`config.mk`:
```
export PLATFORM = sky130hd
export DESIGN_NAME = fir_coef_seq_ctrl
export DESIGN_NICKNAME = d
export VERILOG_FILES = /design/src/rtl/fir_coef_seq_ctrl.sv
export SDC_FILE = /design/constraint.sdc
export NUM_CORES = 1
export LEC_CHECK = 0
export BUFFER_PORTS_ARGS = -buffer_cell sky130_fd_sc_hd__buf_2
export CORE_ASPECT_RATIO = 0.8
export CORE_UTILIZATION = 45
export CTS_BUF_LIST = sky130_fd_sc_hd__clkbuf_8
export DETAILED_ROUTE_END_ITERATION = 7
export GPL_ROUTABILITY_DRIVEN = 0
export PLACE_DENSITY_LB_ADDON = 0.15
export REMOVE_ABC_BUFFERS = 1
export SLEW_MARGIN = 10
export SYNTH_ARGS = -nofsm -noshare
export SYNTH_HDL_FRONTEND = slang
export SYNTH_SLANG_ARGS = --single-unit
export TNS_END_PERCENT = 30
```
`constraint.sdc`:
```
create_clock -name clk -period 5 [get_ports clk]
set_input_delay 0.5 -clock clk [delete_from_list [all_inputs] [get_ports clk]]
set_output_delay 0.5 -clock clk [all_outputs]
set_load 0.02 [all_outputs]
```
`src/rtl/fir_coef_seq_ctrl.sv`:
```
// ---------------------------------------------------------------------------
// fir_coef_seq_ctrl
//
// Sequencer placed in front of a DW_fir instance with ORDER taps. It collects
// one coefficient set from the config port. It waits until every accepted
// sample has left the filter. It then shifts the set into the filter and
// flushes the delay line with zeros. After that it streams samples through,
// and each filter output is tagged as valid.
//
// Ports
//   clk, rst            clock (rising edge) and synchronous active-high reset
//   cfg_valid/ready     coefficient handshake; cfg_coef is in DW_fir shift-in order
//   cfg_coef            coefficient word
//   s_valid/ready       input sample handshake (s_ready only in RUN)
//   s_data              input sample
//   m_valid, m_data     registered filter output for each accepted sample
//   busy                high in every state except RUN
//   fir_coef_shift_en   DW_fir coef_shift_en (high only while shifting a set in)
//   fir_coef_in         DW_fir coef_in
//   fir_tc              DW_fir tc, tied to TC
//   fir_data_in         DW_fir data_in (zero whenever no sample is accepted)
//   fir_init_acc_val    DW_fir init_acc_val, tied to zero
//   fir_data_out        DW_fir data_out
// ---------------------------------------------------------------------------
module fir_coef_seq_ctrl #(
    parameter int DATA_IN_W  = 8,
    parameter int COEF_W     = 8,
    parameter int DATA_OUT_W = 18,
    parameter int ORDER      = 6,
    parameter int FIR_LAT    = 1,
    parameter bit TC         = 1'b1
) (
    input  logic                  clk,
    input  logic                  rst,
    input  logic                  cfg_valid,
    output logic                  cfg_ready,
    input  logic [COEF_W-1:0]     cfg_coef,
    input  logic                  s_valid,
    output logic                  s_ready,
    input  logic [DATA_IN_W-1:0]  s_data,
    output logic                  m_valid,
    output logic [DATA_OUT_W-1:0] m_data,
    output logic                  busy,
    output logic                  fir_coef_shift_en,
    output logic [COEF_W-1:0]     fir_coef_in,
    output logic                  fir_tc,
    output logic [DATA_IN_W-1:0]  fir_data_in,
    output logic [DATA_OUT_W-1:0] fir_init_acc_val,
    input  logic [DATA_OUT_W-1:0] fir_data_out
);

    localparam int                CNT_W = $clog2(ORDER + 1);
    localparam logic [CNT_W-1:0]  LAST  = CNT_W'(ORDER - 1);

    typedef enum logic [2:0] {
        S_COLLECT,
        S_WAIT_DRAIN,
        S_SHIFT,
        S_FLUSH,
        S_RUN
    } state_t;

    state_t                  state_q;
    logic [CNT_W-1:0]        coef_cnt_q;
    logic [CNT_W-1:0]        step_cnt_q;
    logic [CNT_W-1:0]        step_cnt_d;
    logic [COEF_W-1:0]       coef_buf_q [ORDER];

    logic                    cfg_ready_q;
    logic                    shift_en_q;
    logic [COEF_W-1:0]       coef_in_q;
    logic [DATA_IN_W-1:0]    data_in_q;
    logic [FIR_LAT:0]        vpipe_q;
    logic                    m_valid_q;
    logic [DATA_OUT_W-1:0]   m_data_q;

    logic                    cfg_hs;
    logic                    s_hs;

    // A pending cfg_valid in RUN blocks the sample in the same cycle, so the
    // switch back to COLLECT never races with a sample handshake.
    assign s_ready    = (state_q == S_RUN) && !cfg_valid;
    assign s_hs       = s_valid && s_ready;
    assign cfg_hs     = cfg_valid && cfg_ready_q;
    assign step_cnt_d = step_cnt_q + 1'b1;

    // Coefficient buffer: data only, no reset. A partial set left by a reset
    // is simply overwritten, because coef_cnt restarts at zero.
    always_ff @(posedge clk) begin
        if (cfg_hs) begin
            coef_buf_q[coef_cnt_q] <= cfg_coef;
        end
    end

    // Stage p0 -> p1: sequencing FSM and the drive registers toward DW_fir.
    // vpipe follows an accepted sample through the drive register and the
    // FIR_LAT filter stages. m_data captures fir_data_out when vpipe has
    // reached its tail.
    always_ff @(posedge clk) begin
        if (rst) begin
            state_q     <= S_COLLECT;
            coef_cnt_q  <= '0;
            step_cnt_q  <= '0;
            cfg_ready_q <= 1'b1;
            shift_en_q  <= 1'b0;
            coef_in_q   <= '0;
            data_in_q   <= '0;
            vpipe_q     <= '0;
            m_valid_q   <= 1'b0;
            m_data_q    <= '0;
        end else begin
            // The valid pipe keeps running in every state, so samples that
            // are already in flight still come out after the FSM leaves RUN.
            vpipe_q   <= {vpipe_q[FIR_LAT-1:0], s_hs};
            m_valid_q <= vpipe_q[FIR_LAT];
            if (vpipe_q[FIR_LAT]) begin
                m_data_q <= fir_data_out;
            end

            // A cycle without a handshake pushes a zero bubble into the filter.
            data_in_q <= s_hs ? s_data : '0;

            case (state_q)
                S_COLLECT: begin
                    if (cfg_hs) begin
                        if (coef_cnt_q == LAST) begin
                            coef_cnt_q  <= '0;
                            cfg_ready_q <= 1'b0;
                            state_q     <= S_WAIT_DRAIN;
                        end else begin
                            coef_cnt_q <= coef_cnt_q + 1'b1;
                        end
                    end
                end
                S_WAIT_DRAIN: begin
                    // The filter output for an in-flight sample would be
                    // corrupted by a coefficient shift, so wait for the pipe
                    // to empty.
                    if (vpipe_q == '0) begin
                        state_q    <= S_SHIFT;
                        step_cnt_q <= '0;
                        shift_en_q <= 1'b1;
                        coef_in_q  <= coef_buf_q[0];
                    end
                end
                S_SHIFT: begin
                    if (step_cnt_q == LAST) begin
                        state_q    <= S_FLUSH;
                        step_cnt_q <= '0;
                        shift_en_q <= 1'b0;
                        coef_in_q  <= '0;
                    end else begin
                        step_cnt_q <= step_cnt_d;
                        coef_in_q  <= coef_buf_q[step_cnt_d];
                    end
                end
                S_FLUSH: begin
                    if (step_cnt_q == LAST) begin
                        state_q    <= S_RUN;
                        step_cnt_q <= '0;
                    end else begin
                        step_cnt_q <= step_cnt_d;
                    end
                end
                S_RUN: begin
                    if (cfg_valid) begin
                        state_q     <= S_COLLECT;
                        cfg_ready_q <= 1'b1;
                    end
                end
                default: begin
                    state_q <= S_COLLECT;
                end
            endcase
        end
    end

    // Stage p1 -> outputs: every filter drive comes straight from a register.
    assign cfg_ready         = cfg_ready_q;
    assign busy              = (state_q != S_RUN);
    assign fir_coef_shift_en = shift_en_q;
    assign fir_coef_in       = coef_in_q;
    assign fir_data_in       = data_in_q;
    assign fir_tc            = TC;
    assign fir_init_acc_val  = '0;
    assign m_valid           = m_valid_q;
    assign m_data            = m_data_q;

endmodule
```
==> flow_summary.json, run 1 <==
{
  "die_x_um": 106.0,
  "yosys.area.top_type": "edfxtp_1",
  "wl_per_cell_um": 15.28,
  "postCtsSetupBuffers": 0,
  "wirelength_um": 7471,
  "grt-ovfl-total": 0,
  "drive_above_1_share": 0.3123,
  "fin_hold_ws_ns": 0.3404,
  "num_rows": 29,
  "hold_end": "fir_data_in[4]$_SDFF_PP0_",
  "grt_pass1_wl_um": 11900,
  "htree_num_levels": 3,
  "via_count": 2461,
  "area_growth_pct": 15.76,
  "start_util": 0.4765,
  "synthArstFlopShare": 0,
  "cts-resized-gates": 0,
  "syn_avg_cell_area_um2": 12.84,
  "critPathCaptureType": "register",
  "viasPerCell": 5.033,
  "gr-usage-all-layers": 0.1760,
  "numClockSinks": 96,
  "syn_area_um2": 3890,
  "synth_flop_cell": "edfxtp_1",
  "synth_top_area_frac": 0.3705,
  "crit_arrival_ns": 2.85,
  "hold_buffers": 0,
  "antenna_found_initial": 0,
  "core_area_um2": 8164,
  "final_core_util": 0.5516,
  "antenna_cells": 0,
  "fmax_mhz": 385.6,
  "post-dp-hpwl_um": 5053,
  "crit_chain": "ha_1 -> nand3b_1 -> a21oi_1 -> nand2_1 -> a311oi_1",
  "r2r_slack_ns": 2.41,
  "drtIter0Drc": 128,
  "setup_violations": 0,
  "skew_ns": 0.007879,
  "period_share": 0.5187,
  "clkSlewWorstSetupHoldPaths_ns": 0.09,
  "ant_nets": 0,
  "r2r-end": "fir_coef_in[1]$_SDFFE_PP0P_",
  "maxCapViolCount": 0,
  "synthTopCellsByArea": "edfxtp_1 37%, dfxtp_1 25%, mux2i_1 5.4%",
  "cp_slowest_cell": "dfxtp_1",
  "ir_drop_mv": 0.2203,
  "drtPass1Iterations": 4,
  "ys_seq_area_frac": 0.6176,
  "critical_path_required_ns": 5.26,
  "hp-class": "in2reg",
  "critPathMaxStageDelay_ns": 1.04,
  "io_pins": 96,
  "ys_types": 46,
  "leakagePower_nw": 1.738,
  "cts_tree": "yes",
  "drc": 0,
  "num-nets-final": 416,
  "holdPathStages": 2,
  "slew_headroom": 0.2781,
  "ys_warn_count": 0,
  "cp_max_fo": 19,
  "rsz0062_at_grt": "false",
  "grt_pass1_vias": 2308,
  "clk_path_buf_depth": 2,
  "synth_edf_count": 48,
  "die_h_um": 85.16,
  "slew_violations": 0,
  "cts-buffers-inserted": 9,
  "clock_latency_ns": 0.36,
  "grt_max_degree": 41,
  "cp-start-kind": "register",
  "powerDensity_nw_per_um2": 452.7,
  "port_buffers": 76,
  "status": "complete, no violations",
  "clock-root-buffer": "clkbuf_8",
  "worstMarginPinSlew_ns": 1.081,
  "tns_ns": 0,
  "ys_seq_elements": 96,
  "path_class": "reg2reg",
  "finalHoldViolCount": 0,
  "syn_inst": 303,
  "period_needed_ns": 2.594,
  "timing.rr.start": "step_cnt_q[0]$_SDFFE_PP0P_",
  "fillCellCount": 711,
  "hold_start": "s_data[4]",
  "ff2ff_path_depth": 5,
  "die_area_um2": 9023
}
[flip-flops by register name (all words and copies together) (netlist names)]
signal	flops
coef_cnt_q	3
fir_coef_in	8
m_valid	1
state_q	3
fir_coef_shift_en	1
step_cnt_q	3
cfg_ready	1
m_data	18
fir_data_in	8
coef_buf_q	48
vpipe_q	2
[layout by cell type, fill, tap and decap left out, types with 2 or more instances in the layout]
master | netlist | routed
buf_2 | 5 | 76
dfxtp_1 | 48 | 48
edfxtp_1 | 48 | 48
nor2_1 | 41 | 41
mux2i_1 | 21 | 21
nand2_1 | 20 | 20
conb_1 | 2 | 19
clkbuf_8 | 0 | 10
a311oi_1 | 9 | 9
and2_1 | 9 | 9
mux2_2 | 8 | 8
mux4_2 | 8 | 8
o31ai_1 | 8 | 8
inv_1 | 4 | 4
nor2b_1 | 4 | 4
nor3_1 | 3 | 3
a21oi_1 | 3 | 3
buf_4 | 19 | 3
or3b_1 | 2 | 2
nand2b_1 | 2 | 2
or3b_2 | 2 | 2
nand3b_1 | 2 | 2
a31oi_1 | 2 | 2
ha_1 | 2 | 2
bufinv_16 | 0 | 2
inv_4 | 0 | 2
[area by class of cell]
| class | count | area [um^2] | area share |
|---|---|---|---|
| Inverter | 4 | 15.01 | 0.003334 |
| Clock buffer | 10 | 137.6 | 0.03056 |
| Multi-Input combinational cell | 186 | 1321 | 0.2934 |
| Timing Repair Buffer | 79 | 402.9 | 0.08947 |
| Clock inverter | 6 | 88.84 | 0.01973 |
| Sequential cell | 96 | 2402 | 0.5335 |
| Tap cell | 108 | 135.1 | 0.03001 |
[power by group]
group	total, W	switching, W	internal [W]
clock	0.000563	0.000265	0.000298
combinational	0.000482	0.000272	0.000210
sequential	0.000994	0.0000821	0.000912
total	0.00204	0.000619	0.00142
[through the flow]
| stage | total power [W] | setup slack (ns) | instance area, um^2 | instances |
|---|---|---|---|---|
| final | 0.002038 | 2.406 | 4503 | 489 |
| after global routing | 0.002153 | 2.098 | 4503 | 489 |
| after CTS | 0.002061 | 2.360 | 4503 | 489 |
| after detailed placement | 0.001499 | 2.372 | 4277 | 473 |
| after global placement | 0.001491 | 2.509 | 4277 | 473 |
| after floorplan | 0.001341 | 2.999 | 3734 | 286 |
[worst max-delay path: cells and delay by family (launching register included)]
family,cells,cell delay [ns]
and+or+nand+nor,2,0.22
adders and majority gates,1,0.40
DFF,1,1.04
AOI/OAI and AO/OA,2,0.84
[metal layers]
layer  track usage  up-vias  part of all wire
met5             0        -                 0
met4       0.04545        0            0.0087
met3       0.05146        7             0.047
met2        0.2757       70              0.46
met1        0.2413     1178              0.48
li1              -     1206                 -
[cell families (layout without fill, tap and decap cells)]
| logic type | Yosys count | in the layout | synth area share |
|---|---|---|---|
| flip-flops | 96 | 96 | 0.6176 |
| adder cells (fa/ha/maj) | 2 | 2 | 0.006432 |
| AND/OR/NAND/NOR | 96 | 96 | 0.1242 |
| buffers and inverters | 38 | 99 | 0.06047 |
| other | 2 | 19 | 0.001931 |
| XOR/XNOR | 1 | 1 | 0.002252 |
| multiplexers | 37 | 37 | 0.1235 |
| AO/OA/AOI/OAI | 31 | 31 | 0.06369 |
[worst max path at each step]
stage	endpoint	start	slack [ns]	cells after the start
final	fir_coef_in[1]$_SDFFE_PP0P_	step_cnt_q[0]$_SDFFE_PP0P_	2.41	5
after global routing	fir_coef_in[1]$_SDFFE_PP0P_	step_cnt_q[0]$_SDFFE_PP0P_	2.10	5
after CTS	fir_coef_in[4]$_SDFFE_PP0P_	step_cnt_q[0]$_SDFFE_PP0P_	2.36	5
after detailed placement	fir_coef_in[4]$_SDFFE_PP0P_	step_cnt_q[0]$_SDFFE_PP0P_	2.37	5
after global placement	fir_coef_in[6]$_SDFFE_PP0P_	step_cnt_q[0]$_SDFFE_PP0P_	2.51	5
after floorplan	fir_coef_in[0]$_SDFFE_PP0P_	step_cnt_q[0]$_SDFFE_PP0P_	3.00	5
[synth_stat cells (2+ instances only)]
cell,instances
a21oi_1,3
a311oi_1,9
a31oi_1,2
and2_1,9
buf_2,5
buf_4,19
buf_6,2
clkbuf_1,7
conb_1,2
dfxtp_1,48
edfxtp_1,48
ha_1,2
inv_1,4
mux2_2,8
mux2i_1,21
mux4_2,8
nand2_1,20
nand2b_1,2
nand3b_1,2
nor2_1,41
nor2b_1,4
nor3_1,3
nor3b_1,2
o31ai_1,8
or3b_1,2
or3b_2,2
Power figures use the tool's default switching activity.
==> inputs of run 2 (changes only) <==
==> constraint.sdc (replaced) <==
create_clock -name clk -period 2.45 [get_ports clk]
set_input_delay 0.245 -clock clk [delete_from_list [all_inputs] [get_ports clk]]
set_output_delay 0.245 -clock clk [all_outputs]
set_load 0.02 [all_outputs]
==> flow_summary.json, run 2 (same netlist as run 1, synthesis figures left out) <==
{
  "ant_nets": 0,
  "final_common_cell": "buf_2",
  "final_cell_mix": "76 x buf_2, 48 x dfxtp_1, 48 x edfxtp_1",
  "top_register": "coef_buf_q",
  "grt_pass1_wl_um": 12050,
  "num-nets-final": 423,
  "rsz0062_at_grt": "false",
  "die_x_um": 106.0,
  "slew_headroom": 0.4830,
  "ir_drop_mv": 0.3285,
  "cp-start-kind": "register",
  "hp-class": "in2reg",
  "crit_arrival_ns": 1.79,
  "viasPerCell": 5.046,
  "largest_register_ffs": 48,
  "port_buffers": 76,
  "die_h_um": 85.16,
  "area_growth_pct": 16.21,
  "wirelength_um": 7635,
  "powerDensity_nw_per_um2": 901.9,
  "cts-buffers-inserted": 9,
  "slew_violations": 0,
  "drtIter0Drc": 79,
  "fillCellCount": 700,
  "drtPass1Iterations": 4,
  "io_pins": 96,
  "period_needed_ns": 2.032,
  "gr-usage-all-layers": 0.1765,
  "clock-root-buffer": "clkbuf_8",
  "cts_tree": "yes",
  "start_util": 0.4765,
  "drc": 0,
  "cp_max_fo": 11,
  "tns_ns": 0,
  "grt_pass1_vias": 2371,
  "path_class": "reg2out",
  "antenna_cells": 0,
  "postCtsSetupBuffers": 0,
  "numClockSinks": 96,
  "fmax_mhz": 492.2,
  "hold_buffers": 0,
  "die_area_um2": 9023,
  "setup_violations": 0,
  "grt-ovfl-total": 0,
  "htree_num_levels": 3,
  "critPathCaptureType": "primary output",
  "worstMarginPinSlew_ns": 0.7754,
  "cts-resized-gates": 0,
  "antenna_found_initial": 0,
  "num_rows": 29,
  "maxCapViolCount": 0,
  "finalHoldViolCount": 0,
  "drive_above_1_share": 0.3196,
  "wl_per_cell_um": 15.39,
  "period_share": 0.8293,
  "via_count": 2503,
  "critical_path_required_ns": 2.20,
  "grt_max_degree": 41,
  "post-dp-hpwl_um": 5116,
  "clock_latency_ns": 0.35,
  "skew_ns": 0.01091,
  "leakagePower_nw": 1.768,
  "fin_hold_ws_ns": 0.08090,
  "status": "complete, no violations",
  "power_w": 0.004077,
  "core_area_um2": 8164,
  "clkSlewWorstSetupHoldPaths_ns": 0.09,
  "clk_path_buf_depth": 2
}
==> run 2: cell types whose count changed in the layout (fill, tap and decap cells not counted) <==
cell        change
buf_4           +7
clkinv_2        +2
bufinv_16       -1
clkinvlp_4      -1
inv_1           +1
inv_4           -1
nor3b_1         +1
nor3b_2         -1
==> run 2: layout make-up <==
class,count,area (um^2),share of cell area
multi-input cells,186,1316,0.2912
well taps,108,135.1,0.02989
inverters,4,15.01,0.003321
clock inverters,6,58.81,0.01301
repair buffers,86,455.4,0.1007
flip-flops and latches,96,2402,0.5314
clock buffers,10,137.6,0.03045
==> run 2: power by group <==
group | internal [W] | total (W) | switching [W] | leakage (nW)
clock network | 0.000497 | 0.00103 | 0.000530 | 0.108
logic | 0.000453 | 0.00108 | 0.000625 | 0.834
registers | 0.00186 | 0.00197 | 0.000111 | 0.826
==> run 2: worst max-delay path: stages (launching register included) <==
cell     delay (ns)
dfxtp_1        0.58
or3b_1         0.45
nor2_1         0.20
buf_2          0.21
==> run 2: per-stage QoR <==
stage	utilization	std cells	instance area [um^2]	setup WS [ns]
2_1_floorplan	-	286	3734	0.4488
3_3_place_gp	0.5297	480	4324	0.5902
3_5_place_dp	0.5297	480	4324	0.4711
4_1_cts	0.5537	496	4521	0.4029
5_1_grt	0.5537	496	4521	0.2760
6_report	0.5537	496	4521	0.4182
==> run 2: worst paths after layout <==
path / from / endpoint / slack [ns] / cells after the start
min reg2reg: m_data[5]$_SDFFE_PP0P_ / m_data[5]$_SDFFE_PP0P_ / 0.49 / 2
max reg2reg: step_cnt_q[1]$_SDFFE_PP0P_ / fir_coef_in[6]$_SDFFE_PP0P_ / 0.46 / 6
max: state_q[2]$_SDFFE_PP0P_ / s_ready / 0.42 / 3
min: s_data[4] / fir_data_in[4]$_SDFF_PP0_ / 0.08 / 2
==> run 2: layer usage <==
| metal | GRT usage | vias to the layer above | share of wire |
|---|---|---|---|
| met5 | 0 | - | 0 |
| met4 | 0.06692 | 0 | 0.011 |
| met3 | 0.03917 | 7 | 0.052 |
| met2 | 0.2911 | 81 | 0.49 |
| met1 | 0.2290 | 1204 | 0.44 |
| li1 | - | 1211 | - |
